### config.mk
export PLATFORM = sky130hd
export DESIGN_NAME = store_exec_unit
export DESIGN_NICKNAME = d
export VERILOG_FILES = /design/src/rtl/store_exec_unit.sv
export SDC_FILE = /design/constraint.sdc
export NUM_CORES = 1
export LEC_CHECK = 0
export ABC_AREA = 0
export CAP_MARGIN = 5
export CORE_AREA = 2 2 186 133
export CTS_CLUSTER_DIAMETER = 30
export CTS_CLUSTER_SIZE = 12
export DETAILED_ROUTE_END_ITERATION = 16
export DIE_AREA = 0 0 188 135
export SYNTH_ARGS = -nofsm -noshare
export SYNTH_HDL_FRONTEND = slang
export SYNTH_SLANG_ARGS = --single-unit
### constraint.sdc
create_clock -name clk -period 7.9 [get_ports clk]
set_clock_uncertainty 0.15 [all_clocks]
set_input_delay 0.79 -clock clk [delete_from_list [all_inputs] [get_ports clk]]
set_output_delay 0.79 -clock clk [all_outputs]
set_load 0.05 [all_outputs]
### src/rtl/store_exec_unit.sv
`default_nettype none
// ============================================================================
// Module      : store_exec_unit
// Description : Execute stage for S-type stores (SB/SH/SW). Forms the
//               effective address and byte-lane data, and issues a single
//               outstanding write request to data memory. The request ends
//               on mem_ack or on a timeout. Completion, misalignment,
//               illegal-funct3 and bus-timeout status are reported with a
//               one-cycle done pulse.
// Revision    : 1.0 - initial release
// ============================================================================
module store_exec_unit #(
    parameter int ADDR_W      = 32,
    parameter int ACK_TIMEOUT = 16
) (
    input  logic              clk,
    input  logic              rst,
    input  logic              in_valid,
    output logic              in_ready,
    input  logic [6:0]        imm_MSB,
    input  logic [4:0]        imm_LSB,
    input  logic [2:0]        funct3,
    input  logic [31:0]       rs1_data,
    input  logic [31:0]       rs2_data,
    output logic              mem_req,
    output logic [ADDR_W-1:0] mem_addr,
    output logic [31:0]       mem_wdata,
    output logic [3:0]        mem_wstrb,
    input  logic              mem_ack,
    output logic              done,
    output logic              misaligned,
    output logic              illegal,
    output logic              bus_err,
    output logic [ADDR_W-1:0] fault_addr
);

    localparam logic [2:0] c_F3_SB    = 3'b000;
    localparam logic [2:0] c_F3_SH    = 3'b001;
    localparam logic [2:0] c_F3_SW    = 3'b010;
    localparam logic [7:0] c_CNT_LAST = 8'(ACK_TIMEOUT - 1);

    typedef enum logic [2:0] {
        ST_IDLE  = 3'd0,
        ST_REQ   = 3'd1,
        ST_DONE  = 3'd2,
        ST_FAULT = 3'd3,
        ST_ERR   = 3'd4
    } state_t;

    state_t            r_state;
    state_t            w_next;

    logic [ADDR_W-1:0] r_eff;
    logic [31:0]       r_wdata;
    logic [3:0]        r_wstrb;
    logic              r_mis;
    logic              r_ill;
    logic [7:0]        r_cnt;
    logic [ADDR_W-1:0] r_fault_addr;

    logic [31:0]       w_imm;
    logic [31:0]       w_eff32;
    logic [ADDR_W-1:0] w_eff;
    logic [1:0]        w_off;
    logic [31:0]       w_wdata;
    logic [3:0]        w_wstrb;
    logic              w_mis;
    logic              w_ill;
    logic              w_fault;
    logic              w_accept;

    // Effective address from base plus sign-extended 12-bit immediate.
    always_comb begin
        w_imm   = {{20{imm_MSB[6]}}, imm_MSB, imm_LSB};
        w_eff32 = rs1_data + w_imm;
        w_eff   = w_eff32[ADDR_W-1:0];
        w_off   = w_eff32[1:0];
    end

    // Lane steering and fault classification for the presented store.
    always_comb begin
        w_wdata = rs2_data;
        w_wstrb = 4'b0000;
        w_mis   = 1'b0;
        w_ill   = 1'b0;
        case (funct3)
            c_F3_SB: begin
                w_wstrb = 4'b0001 << w_off;
                w_wdata = {4{rs2_data[7:0]}};
            end
            c_F3_SH: begin
                w_wstrb = 4'b0011 << w_off;
                w_wdata = {2{rs2_data[15:0]}};
                w_mis   = w_off[0];
            end
            c_F3_SW: begin
                w_wstrb = 4'b1111;
                w_wdata = rs2_data;
                w_mis   = (w_off != 2'b00);
            end
            default: begin
                w_ill   = 1'b1;
            end
        endcase
        w_fault = w_mis | w_ill;
    end

    // Next-state selection and state-decoded outputs.
    always_comb begin
        w_next     = r_state;
        in_ready   = 1'b0;
        mem_req    = 1'b0;
        done       = 1'b0;
        misaligned = 1'b0;
        illegal    = 1'b0;
        bus_err    = 1'b0;
        w_accept   = 1'b0;
        case (r_state)
            ST_IDLE: begin
                in_ready = 1'b1;
                if (in_valid) begin
                    w_accept = 1'b1;
                    w_next   = w_fault ? ST_FAULT : ST_REQ;
                end
            end
            ST_REQ: begin
                mem_req = 1'b1;
                // Ack wins over a timeout landing in the same cycle.
                if (mem_ack) begin
                    w_next = ST_DONE;
                end else if (r_cnt == c_CNT_LAST) begin
                    w_next = ST_ERR;
                end
            end
            ST_DONE: begin
                done   = 1'b1;
                w_next = ST_IDLE;
            end
            ST_FAULT: begin
                done       = 1'b1;
                illegal    = r_ill;
                misaligned = r_mis & ~r_ill;
                w_next     = ST_IDLE;
            end
            ST_ERR: begin
                done    = 1'b1;
                bus_err = 1'b1;
                w_next  = ST_IDLE;
            end
            default: begin
                w_next = ST_IDLE;
            end
        endcase
    end

    // State register.
    always_ff @(posedge clk) begin
        if (rst) begin
            r_state <= ST_IDLE;
        end else begin
            r_state <= w_next;
        end
    end

    // Capture the store on acceptance; it stays stable for the whole request.
    always_ff @(posedge clk) begin
        if (rst) begin
            r_eff   <= '0;
            r_wdata <= '0;
            r_wstrb <= '0;
            r_mis   <= 1'b0;
            r_ill   <= 1'b0;
        end else if (w_accept) begin
            r_eff   <= w_eff;
            r_wdata <= w_wdata;
            r_wstrb <= w_wstrb;
            r_mis   <= w_mis;
            r_ill   <= w_ill;
        end
    end

    // Ack-wait counter: cleared on every entry to REQ, counts un-acked cycles.
    always_ff @(posedge clk) begin
        if (rst) begin
            r_cnt <= '0;
        end else if (w_accept) begin
            r_cnt <= '0;
        end else if (r_state == ST_REQ && !mem_ack) begin
            r_cnt <= r_cnt + 8'd1;
        end
    end

    // Faulting address is loaded for the fault/error done and then held.
    always_ff @(posedge clk) begin
        if (rst) begin
            r_fault_addr <= '0;
        end else if (w_next == ST_FAULT && r_state == ST_IDLE) begin
            r_fault_addr <= w_eff;
        end else if (w_next == ST_ERR && r_state == ST_REQ) begin
            r_fault_addr <= r_eff;
        end
    end

    assign mem_addr   = {r_eff[ADDR_W-1:2], 2'b00};
    assign mem_wdata  = r_wdata;
    assign mem_wstrb  = r_wstrb;
    assign fault_addr = r_fault_addr;

endmodule
`default_nettype wire
==> impl_metrics.json, run 1 <==
{
  "worstPathArrival_ns": 4.18,
  "critPathBufInv": 1,
  "synth_cell_type_count": 69,
  "grt_use_total_pct": 18.9,
  "layout_common_cells": "185 x clkdlybuf4s50_1, 120 x nand2_1, 113 x dfxtp_1",
  "cp_top_family": "compound AO/OA/AOI/OAI gates",
  "power.leakage_nw": 3.37,
  "clk_latency_ns": 0.41,
  "seq_area_um2": 2260,
  "cts.clk_slew.worst_paths_ns": 0.05,
  "fin_ws_ns": 3.87,
  "die_h_um": 135,
  "period_needed_ns": 4.03,
  "cts-resized-gates": 0,
  "die_area_um2": 25400,
  "die_w_um": 188,
  "multi_input_area_um2": 4160,
  "cp_cell_sequence": "clkdlybuf4s50_1 > ha_1 > nand4_1 > a211oi_2 > o21ai_2 > o21ai_0 > nor4_1 > a311o_1",
  "ys.flop_type": "dfxtp_1",
  "worst_path_largest_cell_delay_ns": 0.93,
  "cp_max_fo": 21,
  "place_hpwl_mm": 17.0,
  "yosysWarnings": 0,
  "place.gp.congestion": 0.906,
  "peakVddDrop_mv": 0.138,
  "synthCells": 882,
  "status": "finished, final reports clean",
  "cts-buffers-inserted": 17,
  "antenna_cells": 0,
  "start_kind": "primary input",
  "synth-edff-count": 0,
  "antenna_found_initial": 0,
  "clk_path_buf_depth": 2,
  "setup_viol": 0,
  "tightest_slew_ns": 0.991,
  "postSynthAreaPerCell_um2": 7.89,
  "grt_pass1_vias": 6514,
  "cts_hold_buf": 0,
  "holdWs_ns": 0.303,
  "io_buffers": 186,
  "hold_path_class": "flip-flop to flip-flop",
  "via_per_inst": 5.28,
  "maxCapViolations": 0,
  "ant_nets": 0,
  "place_ws_ns": 3.52,
  "cts-htree-levels": 4,
  "async_flop_share_pct": 0,
  "cts-root-buf": "clkbuf_16",
  "area_growth_pct": 34.2,
  "clkSinkCount": 113,
  "fin_util_pct": 39.8,
  "crit_required_ns": 8.05,
  "drv_slew": 0,
  "ioPinCount": 189,
  "period_share_pct": 51.0,
  "slew_headroom_pct": 33.7,
  "powerDensity_nw_per_um2": 222,
  "firstDrtPassIters": 5,
  "wl_mm": 24.1,
  "initial_core_util_pct": 29.7,
  "placedInstanceArea_um2": 8790,
  "drt_iter0_markers": 520,
  "crit_path_top_delay_cell": "clkdlybuf4s50_1",
  "wl_per_cell_um": 18.1,
  "drc_errors": 0,
  "final_area_um2": 9340,
  "path_class": "primary input to flip-flop",
  "synth_seq_cells": 113,
  "syn_area_um2": 6960,
  "overflow": 0,
  "post_cts_buffers": 0,
  "end_kind": "flip-flop",
  "nNetsFinal": 1117,
  "hold_viol": 0,
  "design.core.area_um2": 23500,
  "fillers": 2355,
  "num_rows": 47,
  "rsz0062_at_grt": "no",
  "max_freq_ghz": 0.248,
  "drive_gt1_share_pct": 5.64,
  "grt_max_degree": 81,
  "cts_tree": "done",
  "grt_pass1_wl_mm": 37.5,
  "final_common_cell": "clkdlybuf4s50_1",
  "num_vias": 7019,
  "ys_seq_area_share_pct": 32.5,
  "tns_ns": 0
}
[metal layers]
| layer | vias up | wire length, um | GRT usage [%] |
|---|---|---|---|
| met5 | - | 0 | 0 |
| met4 | 0 | 168 | 3.59 |
| met3 | 14 | 1760 | 5.30 |
| met2 | 262 | 9630 | 26.0 |
| met1 | 3297 | 12500 | 28.9 |
| li1 | 3446 | - | - |
[state kept, by name, summed over array words and instances (netlist names)]
signal / flops
mem_wdata: 32
r_ill: 1
fault_addr: 32
mem_wstrb: 4
r_eff: 32
r_cnt: 8
r_state: 3
r_mis: 1
[layout make-up]
cell class	instances	area share [%]
multi-input combinational	663	44.6
sequential	113	24.2
timing repair buffer	195	20.6
clock buffer	22	5.19
tap	318	4.26
clock inverter	7	0.643
inverter	11	0.442
[where the power goes]
group          internal [W]  switching [W]  total, W
combinational      0.000239       0.000444  0.000683
clock              0.000457       0.000270  0.000727
sequential         0.000625      0.0000381  0.000663
total               0.00132       0.000752   0.00207
[cells in the mapped netlist, types with 7 or more instances]
cell      instances  area (um2)
o21a_1           10        75.1
nor4_1           10        62.6
nor3_1           18        90.1
a22oi_1          27         203
buf_4            35         263
mux2i_1          21         210
o21ai_0          42         210
clkbuf_1         44         165
o211ai_1         13        97.6
inv_1            11        41.3
a21oi_1          81         405
buf_2            12        60.1
a211oi_1         17         128
a21o_1            8        60.1
nand2_1         121         454
a31oi_1           8        50.1
nor2b_1           7        43.8
xor2_1           15         131
ha_1             32         400
nand3_1          26         130
xnor2_1          13         114
o22ai_1          12        75.1
a311oi_1          9        78.8
nand4_1          15        93.8
nor2_1           65         244
dfxtp_1         113        2260
[cells by family (layout without fill, tap and decap cells)]
logic type                 count (synthesis)  in the layout  synth area share, %
and+or+nand+nor                          308            308                 21.0
muxes                                     21             21                 3.02
adders and majority gates                 33             33                 6.04
buffers and inverters                    107            235                 7.89
other                                      1              2               0.0539
DFF                                      113            113                 32.5
AOI/OAI and AO/OA                        271            271                 26.0
xor gates and xnor gates                  28             28                 3.52
[worst reg2reg max path, delay by kind of cell, from the launching register on]
family          cells  cell delay (ns)
simple gates        4             1.00
buf+inv             3             1.32
flops               1             0.35
compound gates      3             0.56
[metrics by stage]
stage | power, W | cells
after floorplan | 0.00114 | 883
after global placement | 0.00135 | 1300
after detailed placement | 0.00135 | 1300
after CTS | 0.00208 | 1329
after global routing | 0.00218 | 1329
final | 0.00207 | 1329
[path summary, 6_finish.rpt]
kind	slack (ns)	to	start	cells past startpoint
worst max register to register	4.38	fault_addr[31]	r_state[1]	10
worst min-delay path	0.30	fault_addr[3]	fault_addr[3]	2
worst min register to register	0.30	fault_addr[3]	fault_addr[3]	2
worst max-delay path	3.87	fault_addr[28]	imm_MSB[6]	8
(Power assumes the default switching activity.)
==> run 2: changes to the inputs <==
==> constraint.sdc (replaced) <==
create_clock -name clk -period 3.8 [get_ports clk]
set_clock_uncertainty 0.15 [all_clocks]
set_input_delay 0.38 -clock clk [delete_from_list [all_inputs] [get_ports clk]]
set_output_delay 0.38 -clock clk [all_outputs]
set_load 0.05 [all_outputs]
==> run 2 against run 1 <==
  * Clock-buffer cell count increased by 3
  * Sequential cell count unchanged
  * Sequential power increased by 110%
  * Sequential share of layout area decreased by 0.25 points
  * Cell count increased by 1.1%
  * Setup slack got worse by 3.3 ns
  * Register-to-register slack got worse by 3.5 ns
  * First-iteration DRC count increased by 5.4%
  * Power increased by 100%
  * Global-route usage increased by 0.24 points
  * Combinational power increased by 110%
  * Largest cell class unchanged
==> impl_metrics.json, run 2 (same netlist as run 1, synthesis figures left out) <==
{
  "drc_errors": 0,
  "period_needed_ns": 3.24,
  "num_vias": 7135,
  "place_ws_ns": 0.173,
  "worst_path_largest_cell_delay_ns": 0.47,
  "r2r_slack_ns": 0.89,
  "design.core.area_um2": 23500,
  "setup_viol": 0,
  "cts_tree": "done",
  "swShare_pct": 36.5,
  "crit_path_top_delay_cell": "clkdlybuf4s50_1",
  "fin_ws_ns": 0.565,
  "fillers": 2366,
  "powerDensity_nw_per_um2": 449,
  "p_comb_share_pct": 34.2,
  "cts.clk_slew.worst_paths_ns": 0.05,
  "status": "finished, final reports clean",
  "cts-root-buf": "clkbuf_16",
  "layout_common_cells": "185 x clkdlybuf4s50_1, 120 x nand2_1, 113 x dfxtp_1",
  "grt_max_degree": 59,
  "wl_per_cell_um": 18.1,
  "drive_gt1_share_pct": 6.63,
  "grt_pass1_vias": 6660,
  "worstPathArrival_ns": 3.37,
  "ant_nets": 0,
  "peakVddDrop_mv": 0.304,
  "period_share_pct": 85.1,
  "end_kind": "flip-flop",
  "die_area_um2": 25400,
  "post_cts_buffers": 0,
  "cts_hold_buf": 0,
  "max_freq_ghz": 0.309,
  "tns_ns": 0,
  "p_sw_w": 0.00155,
  "clk_latency_ns": 0.40,
  "drt_iter0_markers": 548,
  "die_h_um": 135,
  "crit_required_ns": 3.93,
  "antenna_cells": 0,
  "path_class": "primary input to flip-flop",
  "num_rows": 47,
  "hold_path_class": "flip-flop to flip-flop",
  "cts-htree-levels": 4,
  "initial_core_util_pct": 29.7,
  "cts-resized-gates": 0,
  "io_buffers": 186,
  "overflow": 0,
  "p_int_w": 0.00269,
  "start_kind": "primary input",
  "wl_mm": 24.3,
  "ioPinCount": 189,
  "final_common_cell": "clkdlybuf4s50_1",
  "area_growth_pct": 35.6,
  "finalPower_w": 0.00423,
  "place_hpwl_mm": 18.1,
  "maxCapViolations": 0,
  "seq_area_um2": 2260,
  "cts-buffers-inserted": 17,
  "nNetsFinal": 1130,
  "slew_headroom_pct": 49.8,
  "timing.rr.end": "fault_addr[30]",
  "grt_use_total_pct": 19.2,
  "via_per_inst": 5.31,
  "place.gp.congestion": 0.852,
  "critical_path.startpoint": "imm_LSB[0]",
  "die_w_um": 188,
  "multi_input_area_um2": 4160,
  "hold_viol": 0,
  "drv_slew": 0,
  "clk_path_buf_depth": 2,
  "clkSinkCount": 113,
  "rsz0062_at_grt": "no",
  "reg2reg_depth": 7,
  "antenna_found_initial": 0,
  "firstDrtPassIters": 7,
  "cp_max_fo": 7,
  "pwr-share-seq_pct": 32.5,
  "crit_path_end": "r_eff[24]",
  "cp_cell_sequence": "clkdlybuf4s50_1 > ha_1 > inv_1 > fa_1 > and2b_1 > o2111ai_2 > a211oi_2 > o21ai_2 > a31oi_2 > a2111oi_0 > a311o_1",
  "tightest_slew_ns": 0.745,
  "power.leakage_nw": 3.43,
  "power.share.clock_pct": 33.2,
  "grt_pass1_wl_mm": 38.3,
  "r2r-start": "r_state[1]"
}
-- run 2: cell count changes in the layout (fill, tap and decap cells not counted), sizes merged --
cell / delta
buf: +13
bufinv: -1
clkinvlp: +1
clkbuf: +3
clkinv: -1
-- run 2: worst max-delay path, delay by kind of cell --
kind	cells	cell delay, ns
compound gates	6	1.63
fa+ha+maj	2	0.58
buf+inv	2	0.53
simple gates	1	0.24
-- run 2: worst min path at each step --
stage                             start       endpoint  slack [ns]  cells after the start
after floorplan                r_eff[0]       r_eff[0]        0.29                      2
after global placement     mem_wstrb[1]   mem_wstrb[1]        0.29                      2
after detailed placement  fault_addr[2]  fault_addr[2]        0.30                      2
after CTS                 fault_addr[2]  fault_addr[2]        0.30                      2
after global routing      mem_wdata[28]  mem_wdata[28]        0.33                      2
final                      mem_wdata[6]   mem_wdata[6]        0.30                      2
-- run 2: layout make-up --
class | count | share of cell area [%]
inverter | 11 | 0.438
multi-input combinational | 663 | 44.1
clock inverter | 6 | 0.345
sequential | 113 | 24.0
timing repair buffer | 208 | 21.7
tap | 318 | 4.22
clock buffer | 25 | 5.15
-- run 2: power groups by stage --
stage                     Clock [W]  Sequential, W  Combinational, W
final                       0.00141        0.00138           0.00145
after global routing        0.00150        0.00139           0.00155
after CTS                   0.00144        0.00138           0.00145
after detailed placement          0        0.00140           0.00144
after global placement            0        0.00140           0.00143
after floorplan                   0        0.00162          0.000753
-- run 2: through the flow --
step | util, % | hold slack [ns] | instances | area [um2]
after detailed placement | 38.0 | 0.298 | 1313 | 8910
after global placement | 38.0 | 0.293 | 1313 | 8910
after global routing | 40.2 | 0.328 | 1344 | 9430
final | 40.2 | 0.302 | 1344 | 9430
after floorplan | - | 0.286 | 883 | 6960
after CTS | 40.2 | 0.305 | 1344 | 9430
-- run 2: per-layer routing --
layer,part of all wire [%],wire length [um],global-route usage (%),vias up
met5,0,0,0,-
met4,0.92,223,3.98,0
met3,7.7,1870,4.65,19
met2,40,9790,26.7,279
met1,51,12400,29.3,3358
li1,-,-,-,3479
